## src/rtl/peg_l2_mii_tx_ser_if.sv

```systemverilog
// Byte-stream handshake between the L2 MAC frame/FCS stage and the PHY transmit serializer.
// A byte transfers on a ref_clk edge when tx_valid and tx_ready are both high.
interface peg_l2_mii_tx_ser_if;
   logic [7:0] tx_data;
   logic       tx_valid;
   logic       tx_sop;
   logic       tx_eop;
   logic       tx_ready;

   modport master (output tx_data, output tx_valid, output tx_sop, output tx_eop, input tx_ready);
   modport slave  (input tx_data, input tx_valid, input tx_sop, input tx_eop, output tx_ready);
endinterface

```

## src/rtl/peg_l2_mii_tx_ser.sv

```systemverilog
// MAC-side RMII/MII transmit serializer: preamble + SFD insertion, LSB-first byte shifting,
// underrun drop handling and inter-packet gap, at 10 or 100 Mbps on a single symbol clock.
module peg_l2_mii_tx_ser #(
   parameter int PHY_DATA_W     = 2,
   parameter int PREAMBLE_BYTES = 7,
   parameter int IPG_BYTES      = 12,
   parameter int SLOW_DIV       = 10
) (
   input  logic                  ref_clk,
   input  logic                  rst_n,
   input  logic                  speed_100,
   peg_l2_mii_tx_ser_if.slave    mac,
   output logic [PHY_DATA_W-1:0] txd,
   output logic                  tx_en,
   output logic                  tx_busy,
   output logic                  pkt_done,
   output logic                  underrun
);
   localparam int SYMS     = 8 / PHY_DATA_W;
   localparam int PRE_SYMS = PREAMBLE_BYTES * SYMS;
   localparam int IPG_SYMS = IPG_BYTES * SYMS;
   localparam int CNT_W    = 16;
   localparam int DIV_W    = (SLOW_DIV > 1) ? $clog2(SLOW_DIV) : 1;
   localparam logic [7:0] PRE_BYTE = 8'h55;
   localparam logic [7:0] SFD_BYTE = 8'hD5;
   localparam logic [PHY_DATA_W-1:0] PRE_SYM = PRE_BYTE[PHY_DATA_W-1:0];

   typedef enum logic [2:0] {
      ST_IDLE     = 3'd0,
      ST_PREAMBLE = 3'd1,
      ST_SFD      = 3'd2,
      ST_DATA     = 3'd3,
      ST_DROP     = 3'd4,
      ST_IPG      = 3'd5
   } state_e;

   state_e                  state_q, state_d;
   logic [CNT_W-1:0]        cnt_q, cnt_d;
   logic [DIV_W-1:0]        div_q, div_d;
   logic                    speed_q, speed_d;
   logic [7:0]              sh_q, sh_d;
   logic                    eop_q, eop_d;
   logic [PHY_DATA_W-1:0]   txd_q, txd_d;
   logic                    tx_en_q, tx_en_d;
   logic                    busy_q;
   logic                    done_q, done_d;
   logic                    und_q, und_d;
   logic                    speed_eff_s;
   logic                    sym_stb_s;
   logic                    tx_ready_s;
   logic [7:0]              sfd_sh_s;

   // Symbol strobe: in IDLE the live speed input applies so a new frame starts at its own rate.
   always_comb begin
      speed_eff_s = (state_q == ST_IDLE) ? speed_100 : speed_q;
      sym_stb_s   = 1'b1;
      div_d       = '0;
      if (speed_eff_s) begin
         sym_stb_s = 1'b1;
         div_d     = '0;
      end else begin
         sym_stb_s = (div_q == DIV_W'(SLOW_DIV - 1));
         div_d     = sym_stb_s ? '0 : div_q + DIV_W'(1);
      end
   end

   // Transmit FSM next-state, shifter and registered PHY outputs.
   always_comb begin
      state_d    = state_q;
      cnt_d      = cnt_q;
      sh_d       = sh_q;
      eop_d      = eop_q;
      txd_d      = txd_q;
      tx_en_d    = tx_en_q;
      speed_d    = speed_q;
      done_d     = 1'b0;
      und_d      = 1'b0;
      tx_ready_s = 1'b0;
      sfd_sh_s   = SFD_BYTE >> (cnt_q[2:0] * 3'(PHY_DATA_W));
      case (state_q)
         ST_IDLE: begin
            speed_d    = speed_100;
            cnt_d      = '0;
            tx_ready_s = ~mac.tx_sop;
            // The sop byte is not consumed here; it is loaded at the end of the SFD.
            if (mac.tx_valid && mac.tx_sop && sym_stb_s) begin
               txd_d   = PRE_SYM;
               tx_en_d = 1'b1;
               cnt_d   = CNT_W'(1);
               state_d = ST_PREAMBLE;
            end else begin
               state_d = ST_IDLE;
            end
         end
         ST_PREAMBLE: begin
            if (sym_stb_s) begin
               txd_d   = PRE_SYM;
               tx_en_d = 1'b1;
               if (cnt_q == CNT_W'(PRE_SYMS - 1)) begin
                  cnt_d   = '0;
                  state_d = ST_SFD;
               end else begin
                  cnt_d = cnt_q + CNT_W'(1);
               end
            end else begin
               state_d = ST_PREAMBLE;
            end
         end
         ST_SFD: begin
            if (sym_stb_s) begin
               txd_d   = sfd_sh_s[PHY_DATA_W-1:0];
               tx_en_d = 1'b1;
               if (cnt_q == CNT_W'(SYMS - 1)) begin
                  tx_ready_s = 1'b1;
                  sh_d       = mac.tx_data;
                  eop_d      = mac.tx_eop;
                  cnt_d      = '0;
                  state_d    = ST_DATA;
               end else begin
                  cnt_d = cnt_q + CNT_W'(1);
               end
            end else begin
               state_d = ST_SFD;
            end
         end
         ST_DATA: begin
            if (sym_stb_s) begin
               txd_d   = sh_q[PHY_DATA_W-1:0];
               tx_en_d = 1'b1;
               sh_d    = sh_q >> PHY_DATA_W;
               if (cnt_q == CNT_W'(SYMS - 1)) begin
                  cnt_d = '0;
                  if (eop_q) begin
                     done_d  = 1'b1;
                     state_d = ST_IPG;
                  end else if (mac.tx_valid) begin
                     tx_ready_s = 1'b1;
                     sh_d       = mac.tx_data;
                     eop_d      = mac.tx_eop;
                  end else begin
                     // Starved mid-frame: abandon the frame and swallow the rest of it.
                     tx_ready_s = 1'b1;
                     und_d      = 1'b1;
                     state_d    = ST_DROP;
                  end
               end else begin
                  cnt_d = cnt_q + CNT_W'(1);
               end
            end else begin
               state_d = ST_DATA;
            end
         end
         ST_DROP: begin
            tx_ready_s = 1'b1;
            cnt_d      = '0;
            if (sym_stb_s) begin
               txd_d   = '0;
               tx_en_d = 1'b0;
            end else begin
               tx_en_d = tx_en_q;
            end
            if (mac.tx_valid && mac.tx_eop) begin
               state_d = ST_IPG;
            end else begin
               state_d = ST_DROP;
            end
         end
         ST_IPG: begin
            if (sym_stb_s) begin
               txd_d   = '0;
               tx_en_d = 1'b0;
               if (cnt_q == CNT_W'(IPG_SYMS - 1)) begin
                  cnt_d   = '0;
                  state_d = ST_IDLE;
               end else begin
                  cnt_d = cnt_q + CNT_W'(1);
               end
            end else begin
               state_d = ST_IPG;
            end
         end
         default: begin
            state_d = ST_IDLE;
            cnt_d   = '0;
            txd_d   = '0;
            tx_en_d = 1'b0;
         end
      endcase
   end

   // State and output registers with synchronous active-low reset.
   always_ff @(posedge ref_clk) begin
      if (!rst_n) begin
         state_q <= ST_IDLE;
         cnt_q   <= '0;
         div_q   <= '0;
         speed_q <= 1'b0;
         sh_q    <= '0;
         eop_q   <= 1'b0;
         txd_q   <= '0;
         tx_en_q <= 1'b0;
         busy_q  <= 1'b0;
         done_q  <= 1'b0;
         und_q   <= 1'b0;
      end else begin
         state_q <= state_d;
         cnt_q   <= cnt_d;
         div_q   <= div_d;
         speed_q <= speed_d;
         sh_q    <= sh_d;
         eop_q   <= eop_d;
         txd_q   <= txd_d;
         tx_en_q <= tx_en_d;
         busy_q  <= (state_d != ST_IDLE);
         done_q  <= done_d;
         und_q   <= und_d;
      end
   end

   assign mac.tx_ready = tx_ready_s & rst_n;
   assign txd          = txd_q;
   assign tx_en        = tx_en_q;
   assign tx_busy      = busy_q;
   assign pkt_done     = done_q;
   assign underrun     = und_q;
endmodule

```

## src/flat_wrapper.sv

```systemverilog
// flat-port wrapper written by rule: the top's interface ports become plain ports
module peg_l2_mii_tx_ser_flat 
#(
   parameter int PHY_DATA_W     = 2,
   parameter int PREAMBLE_BYTES = 7,
   parameter int IPG_BYTES      = 12,
   parameter int SLOW_DIV       = 10
)
  (ref_clk, rst_n, speed_100, txd, tx_en, tx_busy, pkt_done, underrun, mac_tx_data, mac_tx_valid, mac_tx_sop, mac_tx_eop, mac_tx_ready);
  peg_l2_mii_tx_ser_if mac_i ();
  input  logic ref_clk;
  input  logic rst_n;
  input  logic speed_100;
  output logic [PHY_DATA_W-1:0] txd;
  output logic tx_en;
  output logic tx_busy;
  output logic pkt_done;
  output logic underrun;
  input wire logic [$bits(mac_i.tx_data)-1:0] mac_tx_data;
  input wire logic [$bits(mac_i.tx_valid)-1:0] mac_tx_valid;
  input wire logic [$bits(mac_i.tx_sop)-1:0] mac_tx_sop;
  input wire logic [$bits(mac_i.tx_eop)-1:0] mac_tx_eop;
  output wire logic [$bits(mac_i.tx_ready)-1:0] mac_tx_ready;
  assign mac_i.tx_data = mac_tx_data;
  assign mac_i.tx_valid = mac_tx_valid;
  assign mac_i.tx_sop = mac_tx_sop;
  assign mac_i.tx_eop = mac_tx_eop;
  assign mac_tx_ready = mac_i.tx_ready;
  peg_l2_mii_tx_ser #(.PHY_DATA_W(PHY_DATA_W), .PREAMBLE_BYTES(PREAMBLE_BYTES), .IPG_BYTES(IPG_BYTES), .SLOW_DIV(SLOW_DIV)) u_core (.ref_clk(ref_clk), .rst_n(rst_n), .speed_100(speed_100), .mac(mac_i), .txd(txd), .tx_en(tx_en), .tx_busy(tx_busy), .pkt_done(pkt_done), .underrun(underrun));
endmodule
```

## config.mk

```make
export PLATFORM = sky130hd
export DESIGN_NAME = peg_l2_mii_tx_ser_flat
export DESIGN_NICKNAME = d
export VERILOG_FILES = /design/src/rtl/peg_l2_mii_tx_ser_if.sv /design/src/rtl/peg_l2_mii_tx_ser.sv /design/src/flat_wrapper.sv
export SDC_FILE = /design/constraint.sdc
export NUM_CORES = 1
export LEC_CHECK = 0
export BUFFER_PORTS_ARGS = -buffer_cell sky130_fd_sc_hd__buf_2
export CAP_MARGIN = 20
export CORE_MARGIN = 2
export CORE_UTILIZATION = 27
export CTS_BUF_LIST = sky130_fd_sc_hd__clkbuf_16
export DETAILED_ROUTE_END_ITERATION = 12
export GPL_TIMING_DRIVEN = 1
export SYNTH_ARGS = -nofsm -noshare
export SYNTH_HDL_FRONTEND = slang
export SYNTH_SLANG_ARGS = --single-unit
```

## constraint.sdc

```tcl
create_clock -name ref_clk -period 5.35 [get_ports ref_clk]
set_clock_uncertainty 0.15 [all_clocks]
set_input_delay 1.07 -clock ref_clk [delete_from_list [all_inputs] [get_ports ref_clk]]
set_output_delay 1.07 -clock ref_clk [all_outputs]
set_load 0.05 [all_outputs]
```

==> out/qor.yml <==
synth-main-ff-cell: "dfxtp_1"
final_common_cell: "dfxtp_1"
dpl_cell_area_um2: 2202
die_area_um2: 8173
setup_tns_ns: 0
timing.fmax_ghz: 0.2589
drc: 0
most-common-layout-cells: "dfxtp_1 (39), nor2_1 (29), nand2_1 (22)"
met2_length_um: 2023
nFillCells: 772
wl_met3_um: 176
worstPathRequired_ns: 4.13
die_w_um: 90.41
synthArstFlopShare: 0
crit_path_start_kind: "register"
hpwlAfterDp_um: 3142
core_um2: 7253
slew_viol_final: 0
fp.dieH_um: 90.41
grt_pass1_wl_um: 7486
ys_types: 49
tightest_slew_ns: 0.9631
antennaDiodeCount: 0
gp_congestion: 0.8042
syn_to_final_growth_pct: 17.82
via_per_inst: 4.781
dr.pass1.iters: 4
clkLatencyLatePin_ns: 0.28
grt_max_degree: 26
fin_crit_sh: 0.7219
path_class: "reg -> out"
top_layer: "met4"
num_vias: 1702
status: "finished, final reports clean"
cts_sinks: 39
rsz0062_at_grt: "false"
register_area_um2: 780.7
synth-edff-count: 0
period_minus_slack_ns: 3.862
io_buffers: 20
total_power_w: 0.0006777
drtAntennaViolNets: 0
synth_area_um2: 2016
arrival_ns: 2.64
crit_path_max_fanout: 5
setup-violations-final: 0
postSynthCellCount: 238
multiInputGateArea_um2: 1167
first_global_vias: 1616
cts_buffers: 5
hold_buffers: 0
ios: 21
grt-ovfl-total: 0
powerDensity_nw_per_um2: 285.4
wl_um: 4282
syn-num-nets: 255
syn_area_per_cell_um2: 8.469
design_area_um2: 2375
min_path_type: "reg -> reg"
ir_worst_vdd_v: 0.0001492
synth-seq-cells: 39
drv_cap: 0
cts_resized: 0
slew-limit-headroom: 0.3536
postCtsSetupBuffers: 0
clk_pin_slew_ns: 0.06
timing.final.hold_violations: 0
cts_root_buffer: "clkbuf_16"
worst_setup_path_end_kind: "primary output"
start_util: 0.2779
track_usage: 0.1107
fin_nets: 273
rows: 31
cts_buffer_depth: 2
fin_util: 0.3274
seq_area_frac_synth: 0.3873
drive_gt1_frac: 0.1556
synth-warning-count: 0
antenna_found_initial: 0
detail_route.wl_per_cell_um: 12.03
m1WireLength_um: 2035
drtIter0Drc: 70
p_leak_nw: 0.9221
htreeDepth: 2
cts_tree: "built"
sequential cells by signal, indices dropped and copies added, names as in the netlist, 2 cells and up:
name            flops
u_core.state_q      3
u_core.div_q        4
u_core.cnt_q       16
u_core.sh_q         8
u_core.txd          2
cells by family after synthesis:
group | share of synthesized area
flip-flops | 0.3873
XOR/XNOR | 0.06083
buffers and inverters | 0.03352
AO/OA/AOI/OAI | 0.1633
adder cells (fa/ha/maj) | 0.01862
multiplexers | 0.03476
AND/OR/NAND/NOR | 0.3017
worst max-delay path, cell delays in order (launching register included):
cell and delay [ns]:
dfxtp_1 0.37, ha_1 0.18, nor3b_1 0.34, nand4_1 0.37
nor2_1 0.35, nand2_1 0.14, nor3b_1 0.22, o21a_1 0.13
buf_2 0.25
cell usage after synthesis, types with 2 or more instances:
library cell	number	area, µm²
o31a_1	2	17.52
nor4_1	2	12.51
xor2_1	7	61.31
nor3b_1	2	15.01
nor3_1	5	25.02
nor4_2	3	37.54
mux2i_1	7	70.07
dfxtp_1	39	780.8
ha_1	3	37.54
or4_1	3	22.52
nand3b_1	3	22.52
nand3_1	14	70.07
nand2b_1	7	43.79
nor2b_1	7	43.79
o21a_1	2	15.01
buf_2	3	15.01
o21ai_0	3	15.01
nand2_1	22	82.58
o211a_1	6	60.06
a21oi_1	9	45.04
nor2_1	29	108.9
a21boi_1	5	37.54
xnor2_1	7	61.31
a31oi_1	2	12.51
inv_1	5	18.77
clkbuf_1	6	22.52
and3_1	2	12.51
nand4_1	4	25.02
o21ai_1	8	40.04
a211oi_1	2	15.01
area by class of cell:
cell class,instances,share of cell area
multi-input cells,183,0.4916
flip-flops and latches,39,0.3288
clock buffers,5,0.05269
well taps,99,0.05216
repair buffers,21,0.04531
clock inverters,3,0.02002
inverters,6,0.009484
metal layers:
layer	vias up	track usage
met5	-	0
met4	0	0.02692
met3	6	0.03756
met2	24	0.1811
met1	800	0.1404
li1	872	-
path summary, 6_finish.rpt:
| kind | cells after the start | slack (ns) | to | start |
|---|---|---|---|---|
| max reg2reg | 6 | 2.67 | u_core.sh_q[6]$_SDFFE_PN0P_ | u_core.cnt_q[0]$_SDFFE_PN0P_ |
| max | 8 | 1.49 | mac_tx_ready | u_core.cnt_q[0]$_SDFFE_PN0P_ |
| min | 2 | 0.31 | u_core.txd[0]$_SDFFE_PN0P_ | u_core.txd[0]$_SDFFE_PN0P_ |
| min reg2reg | 2 | 0.31 | u_core.txd[0]$_SDFFE_PN0P_ | u_core.txd[0]$_SDFFE_PN0P_ |
power breakdown:
| part | switching, W | total, W | internal [W] |
|---|---|---|---|
| sequential | 0.00000373 | 0.000298 | 0.000294 |
| clock | 0.000120 | 0.000342 | 0.000222 |
| combinational | 0.0000237 | 0.0000379 | 0.0000142 |
| total | 0.000148 | 0.000678 | 0.000530 |
metrics by stage:
step                hold slack (ns)  std cells  worst slack (ns)
CTS                          0.3123        356             1.486
global placement             0.2954        348             1.612
floorplan                    0.2834        238             1.751
detailed placement           0.3033        348             1.542
finish                       0.3061        356             1.488
global route                 0.3405        356             1.228
Note: power is estimated with default switching activity, not from simulation.
